$ cat config.mk
export PLATFORM = sky130hd
export DESIGN_NAME = writeback_dma
export DESIGN_NICKNAME = d
export VERILOG_FILES = /design/src/rtl/tpu_dma_pkg.sv /design/src/rtl/wb_beat_fifo.sv /design/src/rtl/writeback_dma.sv
export SDC_FILE = /design/constraint.sdc
export NUM_CORES = 1
export LEC_CHECK = 0
export ABC_AREA = 1
export BUFFER_PORTS_ARGS = -buffer_cell sky130_fd_sc_hd__buf_2
export CORE_MARGIN = 1.5
export CORE_UTILIZATION = 36
export DETAILED_ROUTE_END_ITERATION = 16
export GPL_TIMING_DRIVEN = 0
export PLACE_DENSITY_LB_ADDON = 0.05
export SLEW_MARGIN = 30
export SYNTH_ARGS = -nofsm -noshare
export SYNTH_HDL_FRONTEND = slang
export SYNTH_SLANG_ARGS = --single-unit
export TNS_END_PERCENT = 5
$ cat constraint.sdc
create_clock -name clk -period 12.4 [get_ports clk]
set_input_delay 3.1 -clock clk [delete_from_list [all_inputs] [get_ports clk]]
set_output_delay 3.1 -clock clk [all_outputs]
set_load 0.05 [all_outputs]
$ cat src/rtl/tpu_dma_pkg.sv
// tpu_dma_pkg: shared state encoding, AXI constants and burst sizing for the writeback DMA.
package tpu_dma_pkg;

    typedef enum logic [2:0] {S_IDLE, S_AW, S_W, S_B, S_DONE} wb_state_e;

    localparam logic [1:0] AXI_BURST_INCR = 2'b01;
    localparam logic [1:0] AXI_RESP_OKAY  = 2'b00;

    // Beats for the next burst: bounded by what is left, the burst cap and the next 4 KB page edge.
    function automatic logic [8:0] calc_burst(input logic [15:0] remaining, input logic [31:0] addr,
                                              input int max_burst, input int beat_bytes);
        int b;
        int edge_beats;
        edge_beats = (4096 - int'(addr[11:0])) / beat_bytes;
        b = int'(remaining);
        b = b > max_burst ? max_burst : b;
        b = b > edge_beats ? edge_beats : b;
        return 9'(b);
    endfunction

endpackage

$ cat src/rtl/wb_beat_fifo.sv
// wb_beat_fifo: 2-entry beat FIFO between the buffer read port and the AXI W channel.
module wb_beat_fifo #(
    parameter int DATA_WIDTH = 64
) (
    input  logic                  clk,
    input  logic                  rst,
    input  logic                  push,
    input  logic                  pop,
    input  logic [DATA_WIDTH-1:0] din,
    output logic [DATA_WIDTH-1:0] dout,
    output logic [1:0]            count
);

    logic [DATA_WIDTH-1:0] mem [2];
    logic                  wp;
    logic                  rp;

    assign dout = mem[rp];

    always_ff @(posedge clk) begin
        if (rst) begin
            wp    <= 1'b0;
            rp    <= 1'b0;
            count <= 2'd0;
        end else begin
            if (push) begin
                mem[wp] <= din;
                wp      <= ~wp;
            end
            if (pop) rp <= ~rp;
            count <= count + {1'b0, push} - {1'b0, pop};
        end
    end

endmodule

$ cat src/rtl/writeback_dma.sv
// writeback_dma: streams local buffer words to DDR as AXI4 INCR write bursts, one burst outstanding.
// Define WB_DMA_PERF_EN to add the perf_cycles / perf_stall counters.
module writeback_dma
    import tpu_dma_pkg::*;
#(
    parameter int ADDR_WIDTH = 10,
    parameter int DATA_WIDTH = 64,
    parameter int MAX_BURST  = 16
) (
    input  logic                    clk,
    input  logic                    rst,
    input  logic                    start_pulse,
    input  logic [31:0]             dest_addr,
    input  logic [ADDR_WIDTH-1:0]   src_addr,
    input  logic [15:0]             length,
    output logic                    done_irq,
    output logic                    busy,
    output logic                    err,
    output logic                    buf_rd_en,
    output logic [ADDR_WIDTH-1:0]   buf_rd_addr,
    input  logic [DATA_WIDTH-1:0]   buf_rd_data,
    output logic [31:0]             m_awaddr,
    output logic [7:0]              m_awlen,
    output logic [2:0]              m_awsize,
    output logic [1:0]              m_awburst,
    output logic                    m_awvalid,
    input  logic                    m_awready,
    output logic [DATA_WIDTH-1:0]   m_wdata,
    output logic [DATA_WIDTH/8-1:0] m_wstrb,
    output logic                    m_wlast,
    output logic                    m_wvalid,
    input  logic                    m_wready,
    input  logic [1:0]              m_bresp,
    input  logic                    m_bvalid,
    output logic                    m_bready
`ifdef WB_DMA_PERF_EN
    ,
    output logic [31:0]             perf_cycles,
    output logic [31:0]             perf_stall
`endif
);

    localparam int BEAT_BYTES = DATA_WIDTH / 8;
    localparam int LB         = $clog2(BEAT_BYTES);

    wb_state_e             state;
    logic [31:0]           dst;
    logic [ADDR_WIDTH-1:0] rd_addr;
    logic [15:0]           remaining;
    logic [8:0]            burst;
    logic [8:0]            burst_c;
    logic [8:0]            rd_cnt;
    logic [8:0]            beat_cnt;
    logic                  rd_pending;
    logic [1:0]            fifo_count;
    logic                  pop;

    assign burst_c     = calc_burst(remaining, dst, MAX_BURST, BEAT_BYTES);
    assign m_awaddr    = dst;
    assign m_awlen     = 8'(burst_c - 9'd1);
    assign m_awsize    = 3'(LB);
    assign m_awburst   = AXI_BURST_INCR;
    assign m_wstrb     = '1;
    // Reads in flight count against FIFO space so a returning word always has a slot.
    assign buf_rd_en   = (state == S_W) && (rd_cnt < burst) && (({1'b0, fifo_count} + {2'b0, rd_pending}) < 3'd2);
    assign buf_rd_addr = rd_addr;
    assign m_wvalid    = fifo_count != 2'd0;
    assign m_wlast     = beat_cnt == burst - 9'd1;
    assign pop         = m_wvalid && m_wready;
    assign m_bready    = state == S_B;
    assign done_irq    = state == S_DONE;
    assign busy        = state != S_IDLE;

    wb_beat_fifo #(.DATA_WIDTH(DATA_WIDTH)) u_fifo (
        .clk   (clk),
        .rst   (rst),
        .push  (rd_pending),
        .pop   (pop),
        .din   (buf_rd_data),
        .dout  (m_wdata),
        .count (fifo_count)
    );

    always_ff @(posedge clk) begin
        if (rst) begin
            state      <= S_IDLE;
            dst        <= '0;
            rd_addr    <= '0;
            remaining  <= '0;
            burst      <= '0;
            rd_cnt     <= '0;
            beat_cnt   <= '0;
            rd_pending <= 1'b0;
            err        <= 1'b0;
            m_awvalid  <= 1'b0;
        end else begin
            rd_pending <= buf_rd_en;
            if (buf_rd_en) begin
                rd_addr <= rd_addr + 1'b1;
                rd_cnt  <= rd_cnt + 9'd1;
            end
            if (pop) beat_cnt <= beat_cnt + 9'd1;
            case (state)
                S_IDLE: if (start_pulse) begin
                    dst       <= dest_addr & ~32'(BEAT_BYTES - 1);
                    rd_addr   <= src_addr;
                    remaining <= length;
                    err       <= 1'b0;
                    m_awvalid <= length != 16'd0;
                    state     <= length == 16'd0 ? S_DONE : S_AW;
                end
                S_AW: if (m_awready) begin
                    m_awvalid <= 1'b0;
                    burst     <= burst_c;
                    remaining <= remaining - 16'(burst_c);
                    rd_cnt    <= '0;
                    beat_cnt  <= '0;
                    state     <= S_W;
                end
                S_W: if (pop && m_wlast) state <= S_B;
                S_B: if (m_bvalid) begin
                    if (m_bresp != AXI_RESP_OKAY) err <= 1'b1;
                    dst       <= dst + (32'(burst) << LB);
                    m_awvalid <= remaining != 16'd0;
                    state     <= remaining == 16'd0 ? S_DONE : S_AW;
                end
                default: state <= S_IDLE;
            endcase
        end
    end

`ifdef WB_DMA_PERF_EN
    always_ff @(posedge clk) begin
        if (rst) begin
            perf_cycles <= '0;
            perf_stall  <= '0;
        end else if (state == S_IDLE && start_pulse) begin
            perf_cycles <= '0;
            perf_stall  <= '0;
        end else begin
            if (busy) perf_cycles <= perf_cycles + 32'd1;
            if (m_wvalid && !m_wready) perf_stall <= perf_stall + 32'd1;
        end
    end
`endif

endmodule

== After elaboration in Yosys (flattened, before gate mapping) ==
Memory sizes are Yosys's and may differ from the RTL's. A register that Yosys moved wholly into a read port is not among the register bits.
Index checks and enable logic that the tools add are counted.
Storage, ports and cells
  register bits after elaboration: 95
  RAM bits: 128
  input port bits: 130
  output and inout port bits: 135
  word-level logic and storage cells: 102
  memories kept: 1
Memory list
  u_fifo.mem: depth 2, bits a word 64, rd ports 1, clocked after memory_dff 1, write ports 1, RTL line wb_beat_fifo.sv:14  | logic [DATA_WIDTH-1:0] mem [2];
Operators by class
  add/subtract/negate cells: 12
  order comparisons: 4
  eq/ne operators: 10
  muxes and demuxes: 37
  bitwise logic cells: 3
  reduce and logical (&&, ||, !) cells: 22
Operators with widths (count)
  32-bit two-way mux: 2
  32-bit one-hot mux with 2 select lines: 1
  9-bit two-way mux: 7
  16-bit two-way mux: 3
  32-bit by 1-bit adder with 32-bit output: 1
  32-bit by 12-bit adder with 32-bit output: 1
  17-bit by 32-bit > comparator with 1-bit output: 1
  16-bit logical NOT: 2
  16-bit one-hot mux with 2 select lines: 1
  16-bit nonzero test: 2
  10-bit two-way mux: 3
  9-bit by 1-bit adder with 9-bit output, second input constant: 2
  3-bit two-way mux: 6
  16-bit by 5-bit > comparator with 1-bit output, second input constant: 1
  16-bit by 9-bit subtractor with 16-bit output: 1
  13-bit by 12-bit subtractor with 14-bit output, first input constant: 1
  3-bit one-hot mux with 4 select lines: 1
  4-bit AND reduction: 3
  1-bit two-way mux: 11
  10-bit by 1-bit adder with 10-bit output, second input constant: 1
  9-bit == test: 1
  9-bit less-than comparator: 1
  9-bit by 1-bit subtractor with 9-bit output, second input constant: 1
  2-bit nonzero test: 4
  20 further kinds: 30

== Logic depth before layout (Yosys ltp) ==
Gate-level depths: netlist of the first run.
  depth in word-level cells: 9
  depth in mapped cells: 32
  mapped depth without buffers: 31

== Hierarchy ==
A second synthesis of the first run with hierarchy kept.
Second synthesis, totals
  cell total of the unflattened synthesis: 1255
  area total of the unflattened synthesis: 11935.2 um^2
By module, submodules not included
  writeback_dma: times used 1, cells each 1026, area an instance 6792.8 um^2, seq. area each 1761.7 um^2
  wb_beat_fifo: times used 1, cells each 229, area an instance 5142.4 um^2, seq. area each 3943.8 um^2

== Least setup slack after synthesis of the first run ==
OpenSTA, ideal clock, no wires.
  path kind: input to register
  start: input port rst
  end: memory u_fifo.mem[1][0] (enable)
  setup time: 564 ps
  arrival: 7838 ps
  data required time: 11836 ps
  setup slack: 3997 ps
  stages on the path: 3
  buffers on the path: 2
  path through: buf_2 > clkbuf_1 > nor3_1
Between the ends
  cells in the longest elaborated chain, start to end: 2
Ends and longest elaborated chain
  start: declaration: RTL line writeback_dma.sv:11  | input logic rst,
  1-bit two-way mux: RTL line wb_beat_fifo.sv:21  | if (rst) begin
  1-bit two-way mux (implied by the code): RTL line wb_beat_fifo.sv:27  | mem[wp] <= din;
  end: declaration: RTL line wb_beat_fifo.sv:14
No other way between the ends.

== Final worst setup path of the first run ==
  start: register dst[3], in the netlist m_awaddr[3]
  end: output port m_awlen[5]
Between the ends
  cells in the longest elaborated chain, start to end: 6
Ends and longest elaborated chain
  start: declaration: RTL line writeback_dma.sv:47  | logic [31:0] dst;
  start signal: assignment: RTL line writeback_dma.sv:105  | dst <= dest_addr & ~32'(BEAT_BYTES - 1);
  start signal: assignment: RTL line writeback_dma.sv:123  | dst <= dst + (32'(burst) << LB);
  13-bit by 12-bit subtractor with 14-bit output *: RTL line tpu_dma_pkg.sv:14  | edge_beats = (4096 - int'(addr[11:0])) / beat_bytes;
  1-bit AND (no line)
  32-bit by 1-bit adder with 32-bit output (no line) *
  17-bit by 32-bit > comparator with 1-bit output: RTL line tpu_dma_pkg.sv:17  | b = b > edge_beats ? edge_beats : b;
  9-bit two-way mux *: RTL line tpu_dma_pkg.sv:17
  named net burst_c[1]: RTL line writeback_dma.sv:51  | logic [8:0] burst_c;
  8-bit by 1-bit subtractor with 8-bit output *: RTL line writeback_dma.sv:60  | assign m_awlen = 8'(burst_c - 9'd1);
  end: declaration: RTL line writeback_dma.sv:23  | output logic [7:0] m_awlen,
The timed path passes the listed nets; every way through them passes the cells marked *.

==> impl_results.rst, run 1 <==
.. list-table::
   :header-rows: 1

   * - Metric
     - Value
   * - Result of the run
     - complete, no violations
   * - Number of nets in the final layout
     - roughly 1700
   * - Number of synthesis warnings
     - 0
   * - Startpoint of the most critical register-to-register path
     - m_awaddr[3]
   * - DR vias/cell
     - slightly below 5
   * - Clock net sink count
     - approximately 220
   * - Crit path time final
     - ~7.5 ns
   * - Cell area after synthesis
     - 11700 um^2
   * - Global-route wire length before repair
     - 48800 um
   * - Prevailing post-synth register cell
     - edfxtp_1
   * - Final global-route overflow total
     - 0
   * - Slew headroom
     - about 38%
   * - Post-Place Setup Slack
     - 5.35 ns
   * - Setup violation total in the final timing report
     - 0
   * - Depth of the CTS H-tree
     - 1
   * - Num CTS Buffers
     - 26
   * - Global router's overall resource usage
     - 18.4%
   * - Final non-filler cell total
     - 1972
   * - Top-level port count
     - 265
   * - Class of the tightest hold or removal check
     - reg2reg
   * - Final Skew
     - 0.0125 ns
   * - Total die area
     - 33500 um^2
   * - Layout Area Growth over Synthesis
     - 24.1%
   * - Post-CTS setup buffers
     - 0
   * - Iteration-0 DRC count of the detailed router
     - 444
   * - Kind of critical path
     - reg2out
   * - Synth Register Bits
     - 221
   * - Number of failing hold endpoints at the final stage
     - 0
   * - Placed cell count
     - 1926
   * - Instance area after placement
     - ~14000 um^2
   * - Max stage delay on crit path
     - ~0.56 ns
   * - Vias in the first global route
     - roughly 9000
   * - Die span in y
     - ~180 um
   * - Number of input and output port buffers inserted
     - 244
   * - Number of nets still failing antenna checks after routing
     - 0
   * - Required time at the endpoint of the critical path
     - approximately 9.3 ns
   * - Achievable clock frequency
     - 0.132 GHz
   * - Slew at the pin closest to its max-slew limit
     - 0.933 ns
   * - Static leakage power
     - 6.24 nW
   * - Total negative slack
     - 0 ns
   * - Wirelength, routed
     - 31500 um
   * - Number of enable-type register cells in the synthesized netlist
     - 128
   * - Clock input transition at the sequential cells of the worst setup and hold paths
     - approximately 0.06 ns
   * - Total vias in the final route
     - between 9000 and 10000
   * - Avg WL per Cell
     - between 15 and 20 um
   * - Cells after synthesis
     - approximately 1200
   * - VDD IR-drop max
     - 0.000246 V
   * - Number of design rule violations left after detail routing
     - 0
   * - Number of distinct library cells after synthesis
     - 56
   * - Cell chosen for the clock root
     - clkbuf_16
   * - Sequential cell area fraction in the yosys report
     - 48.9%
   * - Area of the core
     - 31700 um^2
   * - Number of antenna violations at the first check in global routing
     - 2
   * - Kind of launch point of the worst setup path
     - register
   * - Worst path buffer plus inverter count
     - 3
   * - Setup repair after global routing missed its margin
     - false
   * - Cell type of the slowest stage on the worst timing path
     - o21ai_0
   * - CTS-repair resized insts
     - 0
   * - Critical-path maximum fanout
     - 9
   * - Data arrival time at the worst-slack endpoint
     - 4.45 ns
   * - Avg Synthesized Cell Area
     - 9.34 um^2
   * - Final Wtd Congestion
     - roughly 0.86
   * - Antenna diode count
     - 0
   * - Worst Hold Depth
     - 1
   * - Share of the clock period used by the worst path
     - between 60% and 70%
   * - Family with the most delay on the worst path
     - simple AND/OR/NAND/NOR gates
   * - Post-synthesis async set-or-reset flop share
     - 0%
   * - PnR worst setup slack
     - 4.85 ns
   * - Worst Hold Path EP
     - u_fifo.rp
   * - Maximum number of pins on one net before global-route repair
     - 22
   * - # rows
     - 65
   * - Buffers from clock root to sink, at most
     - 3
   * - Max Cap Viol
     - 0
   * - Endpoint of the most critical register-to-register path
     - remaining[8]
   * - Reg2reg setup slack
     - 7.87 ns
   * - HPWL after detailed placement
     - 23900 um
   * - First-pass detailed-route iteration total
     - 4
   * - Series of cell instances along the critical path
     - inv_1, ha_1, nand2_1, nor2_1, nand3_1, nor3_1, xor2_1, ha_1, and3_2, nand2_2, nand2_4, nand2_2, o21ai_0, inv_1, nor3_2, nand3_1, xor2_1, buf_2
   * - Final design instance area without fill
     - 14500 um^2
   * - Horiz. Die Dim
     - ~180 um
   * - Category of the worst setup path capture point
     - primary output
   * - Final-report max-slew violation count
     - 0
   * - Launch point of the worst hold path
     - u_fifo.rp
   * - Hold buffer count at CTS
     - 0
   * - Proportion of layout cells with a drive suffix above 1
     - just under 30%
   * - Clock latency of the later-clocked register in the worst-skew pair
     - 0.54 ns
   * - Effective utilization at floorplan
     - 36.8%
   * - Power density normalized to cell area
     - 262 nW/um^2
   * - TritonCTS clock tree
     - done
   * - Filler instances
     - 3181
   * - Register-to-Register Path Depth
     - 24
==> flip-flops by register name, summed over array words and instances (netlist names), named ones only <==
register and count:
beat_cnt 9, buf_rd_addr 10, burst 9, err 1, m_awaddr 29, m_awvalid 1, rd_cnt 9, rd_pending 1
remaining 16, state 3, u_fifo.count 2, u_fifo.mem 128, u_fifo.rp 1, u_fifo.wp 1
==> cell type report <==
class,instances,area (um^2),area share (%)
plain buffers,53,323,2.23
repair buffers,256,1380,9.55
clock inverters,13,153,1.05
clock buffers,33,687,4.75
flip-flops and latches,221,5710,39.4
inverters,140,526,3.63
multi-input cells,854,5200,35.9
well taps,402,503,3.47
==> per-stage QoR <==
step	power [mW]	hold WS [ns]	utilization, %
after detailed placement	3.05	0.450	43.0
final	3.79	0.456	45.6
after global routing	4.05	0.486	45.6
after global placement	3.04	0.438	42.4
after floorplan	2.56	0.426	-
after CTS	3.83	0.457	45.6
==> Yosys cell counts (26+ instances only) <==
cell type / number / area share [%]
a21oi_1: 60 / 2.6
o21ai_0: 67 / 2.9
mux2_2: 64 / 6.2
nand2_1: 206 / 6.6
xor2_1: 42 / 3.2
clkbuf_1: 26 / 0.84
nor2_1: 116 / 3.7
nand3_1: 46 / 2.0
ha_1: 38 / 4.1
inv_1: 134 / 4.3
edfxtp_1: 128 / 33
dfxtp_1: 93 / 16
==> where the power goes <==
group          leakage, nW  total, mW  switching [mW]  internal (mW)
clock                0.405      0.762           0.309          0.453
sequential            1.91      0.970           0.104          0.866
combinational         3.93       2.06            1.44          0.617
==> kinds of logic after synthesis <==
| family | count (synthesis) | synth area share, % |
|---|---|---|
| other cells | 2 | 0.0644 |
| simple gates | 479 | 19.3 |
| flops | 221 | 48.9 |
| mux | 64 | 6.18 |
| compound gates | 193 | 9.61 |
| buf+inv | 193 | 7.27 |
| fa+ha+maj | 40 | 4.42 |
| xor+xnor | 57 | 4.28 |
==> worst max-delay path by stage <==
| stage | startpoint | end | depth (start not counted) |
|---|---|---|---|
| 4_1_cts | m_awaddr[3] | m_awlen[5] | 18 |
| 2_1_floorplan | rst | u_fifo.mem[1][0] | 3 |
| 3_5_place_dp | m_awaddr[3] | m_awlen[5] | 18 |
| 5_1_grt | m_awaddr[3] | m_awlen[4] | 20 |
| 3_3_place_gp | rst | u_fifo.mem[1][14] | 3 |
| 6_report | m_awaddr[3] | m_awlen[5] | 18 |
==> metal layers <==
metal  vias to the layer above  track usage [%]  part of all wire (%)
met4                         2             3.74                   1.5
met3                        32             3.44                   5.7
met2                       215             30.8                    46
met5                         -                0                 0.048
li1                       4836                -                     -
met1                      4397             25.0                    46
==> placed cells by master (no fill, tap or decap), types with 15 or more instances in the layout <==
master / n
buf_2: 247
conb_1: 21
nand4_1: 17
xnor2_1: 15
nor3_1: 18
inv_1: 134
clkbuf_16: 26
mux2_2: 64
o21ai_0: 67
dfxtp_1: 93
buf_4: 24
ha_1: 38
nand2_1: 206
clkbuf_1: 32
a21oi_1: 60
nor2_1: 115
nand3_1: 46
nand2_2: 16
xor2_1: 42
edfxtp_1: 128
Power figures use the tool's default switching activity.
==> run 2: changes to the inputs <==
clock period = 6.3 ns   (was 12.4 ns; I/O delays follow)
==> run 2 against run 1 <==
Against the previous run: combinational power increased by 100%; global-route usage rose by 0.23 points; design area about the same; utilization about the same.
==> impl_results.rst, run 2 (synthesis gave the netlist of run 1 again) <==
.. list-table::
   :header-rows: 1

   * - Metric
     - Value
   * - Static leakage power
     - 6.23 nW (-0.15%)
   * - Placed cell count
     - 1922 (-0.21%)
   * - Number of input and output port buffers inserted
     - 244 (unchanged)
   * - CP dominant cell by count
     - inv_1
   * - Number of flip-flops under the largest register name
     - 128 (unchanged)
   * - Final global-route overflow total
     - 0 (unchanged)
   * - Cell type of the slowest stage on the worst timing path
     - xor2_1
   * - Multi-input combinational cell area
     - 5210 um^2 (+0.19%)
   * - Filler instances
     - 3170 (-0.35%)
   * - Highest-count cells in the layout ignoring fill and taps
     - 243 x buf_2, 206 x nand2_1, 134 x inv_1
   * - Total die area
     - 33500 um^2 (unchanged)
   * - Register name with the most flops
     - u_fifo.mem
   * - VDD IR-drop max
     - 0.000781 V (+220%)
   * - Layer carrying the most global-route usage
     - met2
   * - Share of the clock period used by the worst path
     - between 90% and 100%
   * - Achievable clock frequency
     - 0.168 GHz
   * - Iteration-0 DRC count of the detailed router
     - 505 (+14%)
   * - Effective utilization at floorplan
     - 36.8% (unchanged)
   * - Category of the worst setup path capture point
     - primary output
   * - Horiz. Die Dim
     - 183 um (unchanged)
   * - Sequential cell area
     - 5710 um^2 (unchanged)
   * - Class of the tightest hold or removal check
     - reg2reg
   * - Global-route wire length before repair
     - 49300 um (+1.1%)
   * - Layout Area Growth over Synthesis
     - 24.1% (about the same)
   * - Buffers from clock root to sink, at most
     - 3 (unchanged)
   * - Final-report max-slew violation count
     - 0 (unchanged)
   * - Number of antenna violations at the first check in global routing
     - 2 (unchanged)
   * - HPWL after detailed placement
     - 24800 um (+3.5%)
   * - Post-CTS setup buffers
     - 0 (unchanged)
   * - Final non-filler cell total
     - 1972 (unchanged)
   * - Most common cell after layout, fill and taps aside
     - buf_2
   * - Required time at the endpoint of the critical path
     - 4.72 ns (-4.58 ns)
   * - Slew headroom
     - 45.6% (+7.8 points)
   * - Area of the core
     - 31700 um^2 (unchanged)
   * - Cell chosen for the clock root
     - clkbuf_16
   * - Number of nets in the final layout
     - 1718 (-0.23%)
   * - Top-level port count
     - 265 (unchanged)
   * - Global router's overall resource usage
     - 18.7% (+0.23 points)
   * - Hold buffer count at CTS
     - 0 (unchanged)
   * - Number of nets still failing antenna checks after routing
     - 0 (unchanged)
   * - Avg WL per Cell
     - 16.3 um (+2.5%)
   * - Number of failing hold endpoints at the final stage
     - 0 (unchanged)
   * - Max Cap Viol
     - 0 (unchanged)
   * - Clock net sink count
     - 221 (unchanged)
   * - Result of the run
     - complete, no violations
   * - Family with the most delay on the worst path
     - simple AND/OR/NAND/NOR gates
   * - Critical-path maximum fanout
     - 9 (unchanged)
   * - Worst path buffer plus inverter count
     - 4 (+1)
   * - Crit path time final
     - 5.96 ns
   * - Clock latency of the later-clocked register in the worst-skew pair
     - 0.55 ns (about the same)
   * - TritonCTS clock tree
     - done
   * - Crit path launch
     - m_awaddr[5]
   * - Die span in y
     - 183 um (unchanged)
   * - First-pass detailed-route iteration total
     - 5 (+1)
   * - Setup violation total in the final timing report
     - 0 (unchanged)
   * - # rows
     - 65 (unchanged)
   * - Kind of launch point of the worst setup path
     - register
   * - Grt met3 use
     - 3.36% (-0.079 points)
   * - Wirelength, routed
     - 32200 um (+2.5%)
   * - Startpoint of the most critical register-to-register path
     - m_awaddr[5]
   * - Num CTS Buffers
     - 26 (unchanged)
   * - Maximum number of pins on one net before global-route repair
     - 21 (-4.5%)
   * - Proportion of layout cells with a drive suffix above 1
     - 28.9% (about the same)
   * - Launch point of the worst hold path
     - beat_cnt[8]
   * - Max stage delay on crit path
     - 0.41 ns (-0.15 ns)
   * - PnR worst setup slack
     - 0.335 ns (-4.52 ns)
   * - Final Skew
     - 0.0188 ns (+0.00623 ns)
   * - Series of cell instances along the critical path
     - nor2_1, nand4_1, nor3_1, xor2_1, inv_1, ha_1, and3_2, nand2_2, nand2_4, nand2_2, nand2_1, o21ai_1, inv_1, ha_1, inv_1, nor2_1, nand2_1, xor2_1, clkbuf_4
   * - Total vias in the final route
     - 9553 (+0.75%)
   * - Met2 Use GR
     - 31.8% (+1.0 points)
   * - Post-Place Setup Slack
     - 0.738 ns (-4.61 ns)
   * - Vias in the first global route
     - 9161 (+0.85%)
   * - Power density normalized to cell area
     - 517 nW/um^2 (+98%)
   * - Data arrival time at the worst-slack endpoint
     - 4.39 ns (-0.06 ns)
   * - Number of design rule violations left after detail routing
     - 0 (unchanged)
   * - Depth of the CTS H-tree
     - 1 (unchanged)
   * - DR vias/cell
     - 4.84 (+0.75%)
   * - Setup repair after global routing missed its margin
     - true
   * - Total negative slack
     - 0 ns (unchanged)
   * - Final Wtd Congestion
     - 0.843 (-1.7%)
   * - Worst hold slack
     - 0.476 ns (+0.0204 ns)
   * - Kind of critical path
     - reg2out
   * - Slew at the pin closest to its max-slew limit
     - 0.804 ns (-0.129 ns)
   * - Clock input transition at the sequential cells of the worst setup and hold paths
     - 0.06 ns (about the same)
   * - Routing usage on met1
     - 24.8% (-0.14 points)
run 2: changes by cell type in the layout (fill, tap and decap cells not counted), sizes merged:
cell    change
buf         -8
clkbuf      +8
bufinv      -2
diode       +2
run 2: where the power goes:
part           switching (mW)  internal, mW
clock network           0.605         0.859
registers               0.200          1.70
logic                    2.88          1.24
run 2: what timing repair did:
item | 4_1_cts | 5_1_grt
gates resized for setup | 0 | 7
endpoints found under the hold margin | 0 | 0
setup endpoints to repair | 0 | 5
run 2: final timing paths:
path                                      to  slack, ns  cells past startpoint
worst max register to register  remaining[8]       2.00                     23
worst max-delay path              m_awlen[6]       0.34                     19
worst min register to register   beat_cnt[8]       0.48                      2
worst min-delay path             beat_cnt[8]       0.48                      2
run 2: layout make-up:
class / count / share of cell area [%]
Inverter: 140 / 3.63
Antenna cell: 2 / 0.0346
Clock inverter: 11 / 0.640
Buffer: 53 / 2.23
Sequential cell: 221 / 39.4
Tap cell: 402 / 3.47
Timing Repair Buffer: 252 / 9.49
Multi-Input combinational cell: 854 / 36.0
Clock buffer: 37 / 5.12
run 2: worst reg2reg max path, delay by kind of cell (launching register included):
kind,cells,cell delay [ns]
AO/OA/AOI/OAI,4,0.63
XOR/XNOR,1,0.41
adder cells (fa/ha/maj),2,0.73
buffers and inverters,3,0.30
flip-flops,1,0.39
AND/OR/NAND/NOR,13,1.74
run 2: routing by layer:
metal  part of all wire (%)  vias up
met3                    6.0       37
met2                     47      253
met4                    1.6        0
li1                       -     4826
met1                     46     4437
met5                      0        -
run 2: per-stage QoR:
step / utilization [%] / cell area [um^2] / total power [mW]
floorplan: - / 11700 / 5.04
global placement: 42.5 / 13500 / 6.01
detailed placement: 43.0 / 13600 / 6.02
CTS: 45.6 / 14500 / 7.52
global route: 45.6 / 14500 / 8.01
finish: 45.6 / 14500 / 7.49
